**src/rtl/rv32i_decode_stage_if.sv**
```systemverilog
// rv32i_decode_stage_if: fetch, register-file, writeback and execute signals around the decode stage
interface rv32i_decode_stage_if;
    logic        flush;
    logic        if_valid;
    logic        if_ready;
    logic [31:0] if_instr;
    logic [31:0] if_pc;
    logic [4:0]  rf_read_addr_1;
    logic [4:0]  rf_read_addr_2;
    logic [31:0] rf_read_data_1;
    logic [31:0] rf_read_data_2;
    logic        wb_write_enable;
    logic [4:0]  wb_write_addr;
    logic [31:0] wb_write_data;
    logic        id_valid;
    logic        id_ready;
    logic [31:0] id_pc;
    logic [31:0] id_rs1_data;
    logic [31:0] id_rs2_data;
    logic [4:0]  id_rd;
    logic [31:0] id_imm;
    logic [6:0]  id_opcode;
    logic [2:0]  id_funct3;
    logic        id_funct7b5;
    logic        id_illegal;
    modport slave (
        input  flush, if_valid, if_instr, if_pc, rf_read_data_1, rf_read_data_2,
               wb_write_enable, wb_write_addr, wb_write_data, id_ready,
        output if_ready, rf_read_addr_1, rf_read_addr_2, id_valid, id_pc, id_rs1_data,
               id_rs2_data, id_rd, id_imm, id_opcode, id_funct3, id_funct7b5, id_illegal
    );
    modport master (
        output flush, if_valid, if_instr, if_pc, rf_read_data_1, rf_read_data_2,
               wb_write_enable, wb_write_addr, wb_write_data, id_ready,
        input  if_ready, rf_read_addr_1, rf_read_addr_2, id_valid, id_pc, id_rs1_data,
               id_rs2_data, id_rd, id_imm, id_opcode, id_funct3, id_funct7b5, id_illegal
    );
endinterface

```
**src/rtl/rv32i_decode_stage.sv**
```systemverilog
// rv32i_decode_stage: RV32I decode between fetch and execute, with writeback bypass around
// the register file's one-cycle registered read.
module rv32i_decode_stage (
    input logic clk,
    input logic reset,
    rv32i_decode_stage_if.slave bus
);
    typedef enum logic [1:0] {IDLE, READ, VALID} state_t;
    state_t      r_state;
    logic [31:0] r_instr, r_pc, r_byp_1, r_byp_2;
    logic        r_hit_1, r_hit_2;
    logic [31:0] r_id_pc, r_rs1_data, r_rs2_data, r_imm;
    logic [4:0]  r_rd;
    logic [6:0]  r_opcode;
    logic [2:0]  r_funct3;
    logic        r_funct7b5, r_illegal;
    logic        w_accept, w_hit_in_1, w_hit_in_2, w_wb_1, w_wb_2;
    logic [31:0] w_instr, w_op_1, w_op_2, w_imm;
    logic [4:0]  w_rs1, w_rs2, w_rd;
    logic [6:0]  w_opc;
    logic        w_is_i, w_is_s, w_is_b, w_is_u, w_is_j, w_is_z, w_illegal;

    assign bus.if_ready = !reset && !bus.flush && (r_state == IDLE || (r_state == VALID && bus.id_ready));
    assign w_accept = bus.if_valid && bus.if_ready;
    assign w_instr = w_accept ? bus.if_instr : r_instr;
    assign bus.rf_read_addr_1 = w_instr[19:15];
    assign bus.rf_read_addr_2 = w_instr[24:20];

    // Writes landing on the accept edge are invisible to the registered read, so remember them.
    assign w_hit_in_1 = bus.wb_write_enable && bus.wb_write_addr != 5'd0 && bus.wb_write_addr == bus.if_instr[19:15];
    assign w_hit_in_2 = bus.wb_write_enable && bus.wb_write_addr != 5'd0 && bus.wb_write_addr == bus.if_instr[24:20];
    assign w_rs1 = r_instr[19:15];
    assign w_rs2 = r_instr[24:20];
    assign w_wb_1 = bus.wb_write_enable && bus.wb_write_addr != 5'd0 && bus.wb_write_addr == w_rs1;
    assign w_wb_2 = bus.wb_write_enable && bus.wb_write_addr != 5'd0 && bus.wb_write_addr == w_rs2;
    assign w_op_1 = w_rs1 == 5'd0 ? '0 : w_wb_1 ? bus.wb_write_data : r_hit_1 ? r_byp_1 : bus.rf_read_data_1;
    assign w_op_2 = w_rs2 == 5'd0 ? '0 : w_wb_2 ? bus.wb_write_data : r_hit_2 ? r_byp_2 : bus.rf_read_data_2;

    assign w_opc = r_instr[6:0];
    assign w_is_i = w_opc inside {7'b0000011, 7'b0010011, 7'b1100111, 7'b1110011};
    assign w_is_s = w_opc == 7'b0100011;
    assign w_is_b = w_opc == 7'b1100011;
    assign w_is_u = w_opc inside {7'b0110111, 7'b0010111};
    assign w_is_j = w_opc == 7'b1101111;
    assign w_is_z = w_opc inside {7'b0110011, 7'b0001111};
    assign w_illegal = !(w_is_i || w_is_s || w_is_b || w_is_u || w_is_j || w_is_z);
    assign w_rd = (w_is_s || w_is_b || w_illegal) ? 5'd0 : r_instr[11:7];
    assign w_imm = w_is_i ? {{20{r_instr[31]}}, r_instr[31:20]} :
                   w_is_s ? {{20{r_instr[31]}}, r_instr[31:25], r_instr[11:7]} :
                   w_is_b ? {{20{r_instr[31]}}, r_instr[7], r_instr[30:25], r_instr[11:8], 1'b0} :
                   w_is_u ? {r_instr[31:12], 12'b0} :
                   w_is_j ? {{12{r_instr[31]}}, r_instr[19:12], r_instr[20], r_instr[30:21], 1'b0} : '0;

    always_ff @(posedge clk) begin
        if (reset) begin
            r_state    <= IDLE;
            r_instr    <= '0;
            r_pc       <= '0;
            r_byp_1    <= '0;
            r_byp_2    <= '0;
            r_hit_1    <= 1'b0;
            r_hit_2    <= 1'b0;
            r_id_pc    <= '0;
            r_rs1_data <= '0;
            r_rs2_data <= '0;
            r_imm      <= '0;
            r_rd       <= '0;
            r_opcode   <= '0;
            r_funct3   <= '0;
            r_funct7b5 <= 1'b0;
            r_illegal  <= 1'b0;
        end else begin
            if (w_accept) begin
                r_instr <= bus.if_instr;
                r_pc    <= bus.if_pc;
                r_hit_1 <= w_hit_in_1;
                r_hit_2 <= w_hit_in_2;
                r_byp_1 <= bus.wb_write_data;
                r_byp_2 <= bus.wb_write_data;
            end else if (bus.flush) begin
                r_instr <= '0;
                r_hit_1 <= 1'b0;
                r_hit_2 <= 1'b0;
            end
            if (bus.flush) begin
                r_state <= IDLE;
            end else if (r_state == IDLE) begin
                r_state <= w_accept ? READ : IDLE;
            end else if (r_state == READ) begin
                r_state    <= VALID;
                r_id_pc    <= r_pc;
                r_rs1_data <= w_op_1;
                r_rs2_data <= w_op_2;
                r_imm      <= w_imm;
                r_rd       <= w_rd;
                r_opcode   <= w_opc;
                r_funct3   <= r_instr[14:12];
                r_funct7b5 <= r_instr[30];
                r_illegal  <= w_illegal;
            end else if (bus.id_ready) begin
                r_state <= w_accept ? READ : IDLE;
            end else begin
                if (w_wb_1) r_rs1_data <= bus.wb_write_data;
                if (w_wb_2) r_rs2_data <= bus.wb_write_data;
            end
        end
    end

    assign bus.id_valid    = r_state == VALID;
    assign bus.id_pc       = r_id_pc;
    assign bus.id_rs1_data = r_rs1_data;
    assign bus.id_rs2_data = r_rs2_data;
    assign bus.id_rd       = r_rd;
    assign bus.id_imm      = r_imm;
    assign bus.id_opcode   = r_opcode;
    assign bus.id_funct3   = r_funct3;
    assign bus.id_funct7b5 = r_funct7b5;
    assign bus.id_illegal  = r_illegal;
endmodule

```
**src/flat_wrapper.sv**
```systemverilog
// flat-port wrapper written by rule: the top's interface ports become plain ports
module rv32i_decode_stage_flat 
  (clk, reset, bus_flush, bus_if_valid, bus_if_instr, bus_if_pc, bus_rf_read_data_1, bus_rf_read_data_2, bus_wb_write_enable, bus_wb_write_addr, bus_wb_write_data, bus_id_ready, bus_if_ready, bus_rf_read_addr_1, bus_rf_read_addr_2, bus_id_valid, bus_id_pc, bus_id_rs1_data, bus_id_rs2_data, bus_id_rd, bus_id_imm, bus_id_opcode, bus_id_funct3, bus_id_funct7b5, bus_id_illegal);
  rv32i_decode_stage_if bus_i ();
  input logic clk;
  input logic reset;
  input wire logic [$bits(bus_i.flush)-1:0] bus_flush;
  input wire logic [$bits(bus_i.if_valid)-1:0] bus_if_valid;
  input wire logic [$bits(bus_i.if_instr)-1:0] bus_if_instr;
  input wire logic [$bits(bus_i.if_pc)-1:0] bus_if_pc;
  input wire logic [$bits(bus_i.rf_read_data_1)-1:0] bus_rf_read_data_1;
  input wire logic [$bits(bus_i.rf_read_data_2)-1:0] bus_rf_read_data_2;
  input wire logic [$bits(bus_i.wb_write_enable)-1:0] bus_wb_write_enable;
  input wire logic [$bits(bus_i.wb_write_addr)-1:0] bus_wb_write_addr;
  input wire logic [$bits(bus_i.wb_write_data)-1:0] bus_wb_write_data;
  input wire logic [$bits(bus_i.id_ready)-1:0] bus_id_ready;
  output wire logic [$bits(bus_i.if_ready)-1:0] bus_if_ready;
  output wire logic [$bits(bus_i.rf_read_addr_1)-1:0] bus_rf_read_addr_1;
  output wire logic [$bits(bus_i.rf_read_addr_2)-1:0] bus_rf_read_addr_2;
  output wire logic [$bits(bus_i.id_valid)-1:0] bus_id_valid;
  output wire logic [$bits(bus_i.id_pc)-1:0] bus_id_pc;
  output wire logic [$bits(bus_i.id_rs1_data)-1:0] bus_id_rs1_data;
  output wire logic [$bits(bus_i.id_rs2_data)-1:0] bus_id_rs2_data;
  output wire logic [$bits(bus_i.id_rd)-1:0] bus_id_rd;
  output wire logic [$bits(bus_i.id_imm)-1:0] bus_id_imm;
  output wire logic [$bits(bus_i.id_opcode)-1:0] bus_id_opcode;
  output wire logic [$bits(bus_i.id_funct3)-1:0] bus_id_funct3;
  output wire logic [$bits(bus_i.id_funct7b5)-1:0] bus_id_funct7b5;
  output wire logic [$bits(bus_i.id_illegal)-1:0] bus_id_illegal;
  assign bus_i.flush = bus_flush;
  assign bus_i.if_valid = bus_if_valid;
  assign bus_i.if_instr = bus_if_instr;
  assign bus_i.if_pc = bus_if_pc;
  assign bus_i.rf_read_data_1 = bus_rf_read_data_1;
  assign bus_i.rf_read_data_2 = bus_rf_read_data_2;
  assign bus_i.wb_write_enable = bus_wb_write_enable;
  assign bus_i.wb_write_addr = bus_wb_write_addr;
  assign bus_i.wb_write_data = bus_wb_write_data;
  assign bus_i.id_ready = bus_id_ready;
  assign bus_if_ready = bus_i.if_ready;
  assign bus_rf_read_addr_1 = bus_i.rf_read_addr_1;
  assign bus_rf_read_addr_2 = bus_i.rf_read_addr_2;
  assign bus_id_valid = bus_i.id_valid;
  assign bus_id_pc = bus_i.id_pc;
  assign bus_id_rs1_data = bus_i.id_rs1_data;
  assign bus_id_rs2_data = bus_i.id_rs2_data;
  assign bus_id_rd = bus_i.id_rd;
  assign bus_id_imm = bus_i.id_imm;
  assign bus_id_opcode = bus_i.id_opcode;
  assign bus_id_funct3 = bus_i.id_funct3;
  assign bus_id_funct7b5 = bus_i.id_funct7b5;
  assign bus_id_illegal = bus_i.id_illegal;
  rv32i_decode_stage u_core (.clk(clk), .reset(reset), .bus(bus_i));
endmodule
```
**config.mk**
```make
export PLATFORM = sky130hd
export DESIGN_NAME = rv32i_decode_stage_flat
export DESIGN_NICKNAME = d
export VERILOG_FILES = /design/src/rtl/rv32i_decode_stage_if.sv /design/src/rtl/rv32i_decode_stage.sv /design/src/flat_wrapper.sv
export SDC_FILE = /design/constraint.sdc
export NUM_CORES = 1
export LEC_CHECK = 0
export CELL_PAD_IN_SITES_DETAIL_PLACEMENT = 1
export CELL_PAD_IN_SITES_GLOBAL_PLACEMENT = 1
export CORE_ASPECT_RATIO = 0.7
export CORE_MARGIN = 4
export CORE_UTILIZATION = 32
export CTS_CLUSTER_DIAMETER = 150
export DETAILED_ROUTE_END_ITERATION = 10
export HOLD_SLACK_MARGIN = 0.02
export PLACE_DENSITY = 0.79
export SYNTH_ARGS = -nofsm -noshare
export SYNTH_HDL_FRONTEND = slang
export SYNTH_SLANG_ARGS = --single-unit
```
**constraint.sdc**
```tcl
create_clock -name clk -period 2.12 [get_ports clk]
set_clock_uncertainty 0.1 [all_clocks]
set_input_delay 0.318 -clock clk [delete_from_list [all_inputs] [get_ports clk]]
set_output_delay 0.318 -clock clk [all_outputs]
set_load 0.03 [all_outputs]
```
==> results by group <==
Floorplan
  • Starting Density: 32.45%
  • Number of I/O pins: 328
  • Std-Cell Rows: 57
  • Die ar.: 0.03834 mm^2
  • Die height: 165.0 um
  • Area of the core region: 0.03473 mm^2
  • Chip width: 232.3 um

Setup path
  • Register-to-Register Setup Slack: 0.04 ns
  • Critical path class: input pin to primary output
  • Critical Path RT: 1.70 ns
  • Kind of launch point of the worst setup path: input pin
  • Critical Path Sink Type: primary output
  • Crit path cell chain: clkdlybuf4s50_1 -> nor2_2 -> nand4_1 -> buf_6 -> buf_12 -> nand2_2 -> nand2_2 -> buf_6
  • FF-to-FF End: u_core.bus.id_rs1_data[5]
  • Worst Reg-to-Reg Cells: 8
  • Worst r2r src: u_core.r_instr[15]
  • Worst endpoint data arrival time: 1.71 ns
  • Worst-path maximum fanout: 6
  • Slowest library cell on the worst path: sky130_fd_sc_hd__clkdlybuf4s50_1
  • Critical Path Max Stage Delay: 0.45 ns

STA
  • Endpoints failing setup: 2
  • Slew Limit Headroom: 41.05%
  • Hold Slack: 0.2100 ns
  • Final WS setup: -0.004786 ns
  • Slew Viols, Final: 0
  • Crit path time final: 2.125 ns
  • Maximum achievable frequency: 470.6 MHz
  • RSZ-0062 raised after global routing: yes
  • Slew at the pin with the worst max-slew slack: 0.8843 ns
  • Count of endpoints failing hold in the final timing report: 0
  • Final cycle utilization of the critical path: 100.2%

Routing
  • Via-to-Cell Ratio: 5.348
  • Top Metal Used: met5
  • Number of iterations in the first detailed-routing pass: 5
  • Post-route antenna net violation count: 0
  • DR DRC count: 0
  • WL met3: 2.612 mm
  • Routed via count: 11540
  • Final WL: 47.60 mm
  • Drt wl/cell: 22.06 um
  • Sum of routed wire segments on met1: 21.42 mm
  • Number of DRC violations after detailed-routing iteration 0: 655
  • Wire length on met2: 22.54 mm

Hold path
  • Number of cells traversed by the worst hold path: 4
  • Endpoint with the worst hold slack: u_core.bus.id_rs2_data[23]
  • Hold crit path type: input pin to flip-flop
  • Beginning of the worst hold path: reset

Placed design
  • Worst setup slack after placement: -0.6916 ns
  • HPWL reported at the end of detailed placement: 32.59 mm
  • Number of I/O port buffers: 327
  • Final GP Congestion: 0.8334

Synth
  • Synthesized area per cell: 8.598 um^2
  • Yosys warnings: 0
  • Distinct cell type count after synthesis: 55
  • Gate count of the mapped netlist: 1311
  • Syn Nets: 1482
  • Post-synthesis cell area: 0.01127 mm^2
  • Number of synthesized register bits: 245
  • Top FF cell, synth: sky130_fd_sc_hd__dfxtp_1
  • Number of flops mapped to enable cells by yosys: 0
  • Fraction of the yosys area taken by sequential cells: 43.51%
  • Ys async rst share: 0%

Final layout
  • Number of nets in the layout: 1838
  • Area of combinational cells with multiple inputs: 0.005944 mm^2
  • Area used by sequential logic in the layout: 0.004920 mm^2
  • Synthesis-to-finish area growth: 51.75%
  • Layout fillers: 3940
  • Leading cell type in the layout, fill and taps excluded: sky130_fd_sc_hd__clkdlybuf4s50_1
  • Highest-count cells in the layout ignoring fill and taps: sky130_fd_sc_hd__clkdlybuf4s50_1, sky130_fd_sc_hd__nand2_1, sky130_fd_sc_hd__dfxtp_1, sky130_fd_sc_hd__a21oi_1, sky130_fd_sc_hd__nor2_1
  • Fraction of layout cells with a size suffix above 1: 19.29%

Global route
  • Global-route wire length before repair: 70.79 mm
  • Number of antenna violations at the first check in global routing: 3
  • Via count of the first global-routing pass: 12220
  • Overflow left after global routing: 0
  • Pin count of the biggest net entering global routing: 152
  • Total routing resource utilization after global routing: 23.16%

Pwr
  • Total Power: 11.23 mW
  • Power dissipated by switching net loads: 2.758 mW
  • Pwr/cell area: 656.5 mW/mm^2
  • Combinational group share of total power: 12.1%
  • Design internal power: 8.472 mW
  • Worst IR drop on VDD: 0.4134 mV
  • Portion of total power attributed to sequential cells: 42.2%
  • Net switching share of the total power: 24.56%
  • Clock share of power: 45.6%
  • Leakage: 5.880 nW

Clocking
  • Clk sink count: 245
  • Clock latency at the later pin of the worst-skew pair: 0.55 ns
  • H-tree lvl count: 1
  • Post-CTS clock slew at the launch and capture registers of the worst setup and hold paths: 0.06 ns
  • Maximum buffer depth of the clock tree: 3
  • CTS tree: yes
  • Clock tree root driver cell: sky130_fd_sc_hd__clkbuf_16
  • Clock buffer count from CTS: 27
  • Total of hold buffers inserted after clock tree synthesis: 0

Run status
  • Violated checks: negative setup slack
  • Outcome: finished with violations

Job
  • Number of max-capacitance violations reported: 0
[flip-flops by register name (all words and copies together) (netlist names), 7 cells and up]
signal and count:
u_core.bus.id_imm 32, u_core.bus.id_opcode 7, u_core.bus.id_pc 32, u_core.bus.id_rs1_data 32, u_core.bus.id_rs2_data 32, u_core.r_byp_1 32, u_core.r_instr 32, u_core.r_pc 32
[final cells by class]
cell class | instances | share of cell area (%)
Antenna cell | 1 | 0.01463
Clock buffer | 35 | 4.477
Clock inverter | 12 | 1.083
Inverter | 4 | 0.08778
Multi-Input combinational cell | 938 | 34.75
Sequential cell | 245 | 28.76
Tap cell | 472 | 3.453
Timing Repair Buffer | 451 | 27.37
[routing by layer]
metal  vias to the layer above  GRT usage [%]
met5                         -              0
met4                         2          5.267
met3                        57          4.517
met2                       329          38.92
met1                      5794          30.99
li1                       5359              -
[power groups by stage]
| stage | Sequential [mW] | Clock, mW | Combinational [mW] |
|---|---|---|---|
| floorplan | 4.87 | 0 | 0.535 |
| detailed placement | 4.84 | 0 | 1.30 |
| global route | 4.75 | 5.43 | 1.45 |
| finish | 4.74 | 5.13 | 1.36 |
| CTS | 4.74 | 5.25 | 1.33 |
| global placement | 4.84 | 0 | 1.27 |
[kinds of logic (layout without fill, tap and decap cells)]
family / count (synthesis) / after routing / share of synthesized area [%]
and+or+nand+nor: 531 / 531 / 20.56
AOI/OAI and AO/OA: 322 / 322 / 22.95
DFF: 245 / 245 / 43.51
buffers and inverters: 128 / 502 / 5.306
muxes: 64 / 64 / 6.038
xor gates and xnor gates: 21 / 21 / 1.632
other: 0 / 1 / 0
[synthesized netlist by cell type, drive strengths merged, types with 12 or more instances]
master | count | area (um^2)
nand2 | 298 | 1119
dfxtp | 245 | 4905
a21oi | 171 | 855.8
nor2 | 100 | 382.9
clkbuf | 89 | 335.3
nand3 | 36 | 180.2
or3 | 36 | 225.2
buf | 35 | 247.7
a2111oi | 32 | 470.5
mux2 | 32 | 360.4
mux2i | 32 | 320.3
o2111a | 32 | 360.4
o221ai | 32 | 468.0
nand3b | 21 | 157.7
a211oi | 20 | 150.1
nor3 | 13 | 65.06
xnor2 | 12 | 105.1
[stage by stage]
stage | instances | cell area, um^2 | TNS [ns] | utilization (%)
2_1_floorplan | 1311 | 11280 | 0 | -
3_3_place_gp | 2087 | 15730 | -33.93 | 45.29
3_5_place_dp | 2087 | 15730 | -40.16 | 45.29
4_1_cts | 2148 | 16860 | 0 | 48.54
5_1_grt | 2158 | 17110 | -1.377 | 49.25
6_report | 2158 | 17110 | -0.007204 | 49.25
[how the worst max path moves through the flow]
| stage | cells past startpoint | end | slack, ns | start |
|---|---|---|---|---|
| 6_report | 8 | bus_rf_read_addr_2[2] | -0.005 | bus_flush |
| 5_1_grt | 5 | bus_rf_read_addr_2[0] | -0.06 | u_core.r_state[1] |
| 4_1_cts | 5 | bus_rf_read_addr_2[4] | 0.0008 | u_core.r_state[0] |
| 3_5_place_dp | 8 | u_core.bus.id_rs1_data[29] | -0.69 | bus_wb_write_addr[3] |
| 3_3_place_gp | 8 | u_core.bus.id_rs1_data[9] | -0.57 | bus_wb_write_addr[3] |
| 2_1_floorplan | 9 | u_core.bus.id_rs2_data[10] | 0.002 | bus_wb_write_addr[3] |
[critical path: cells and delay by family]
family | cells | cell delay (ns)
AND/OR/NAND/NOR | 4 | 0.47
buffers and inverters | 4 | 0.92
[what timing repair did]
item,CTS,global route
endpoints found under the setup margin,51,92
pin swaps,5,21
resized for setup,24,45
cloned,2,2
setup buffers,12,7
(Power assumes the default switching activity.)
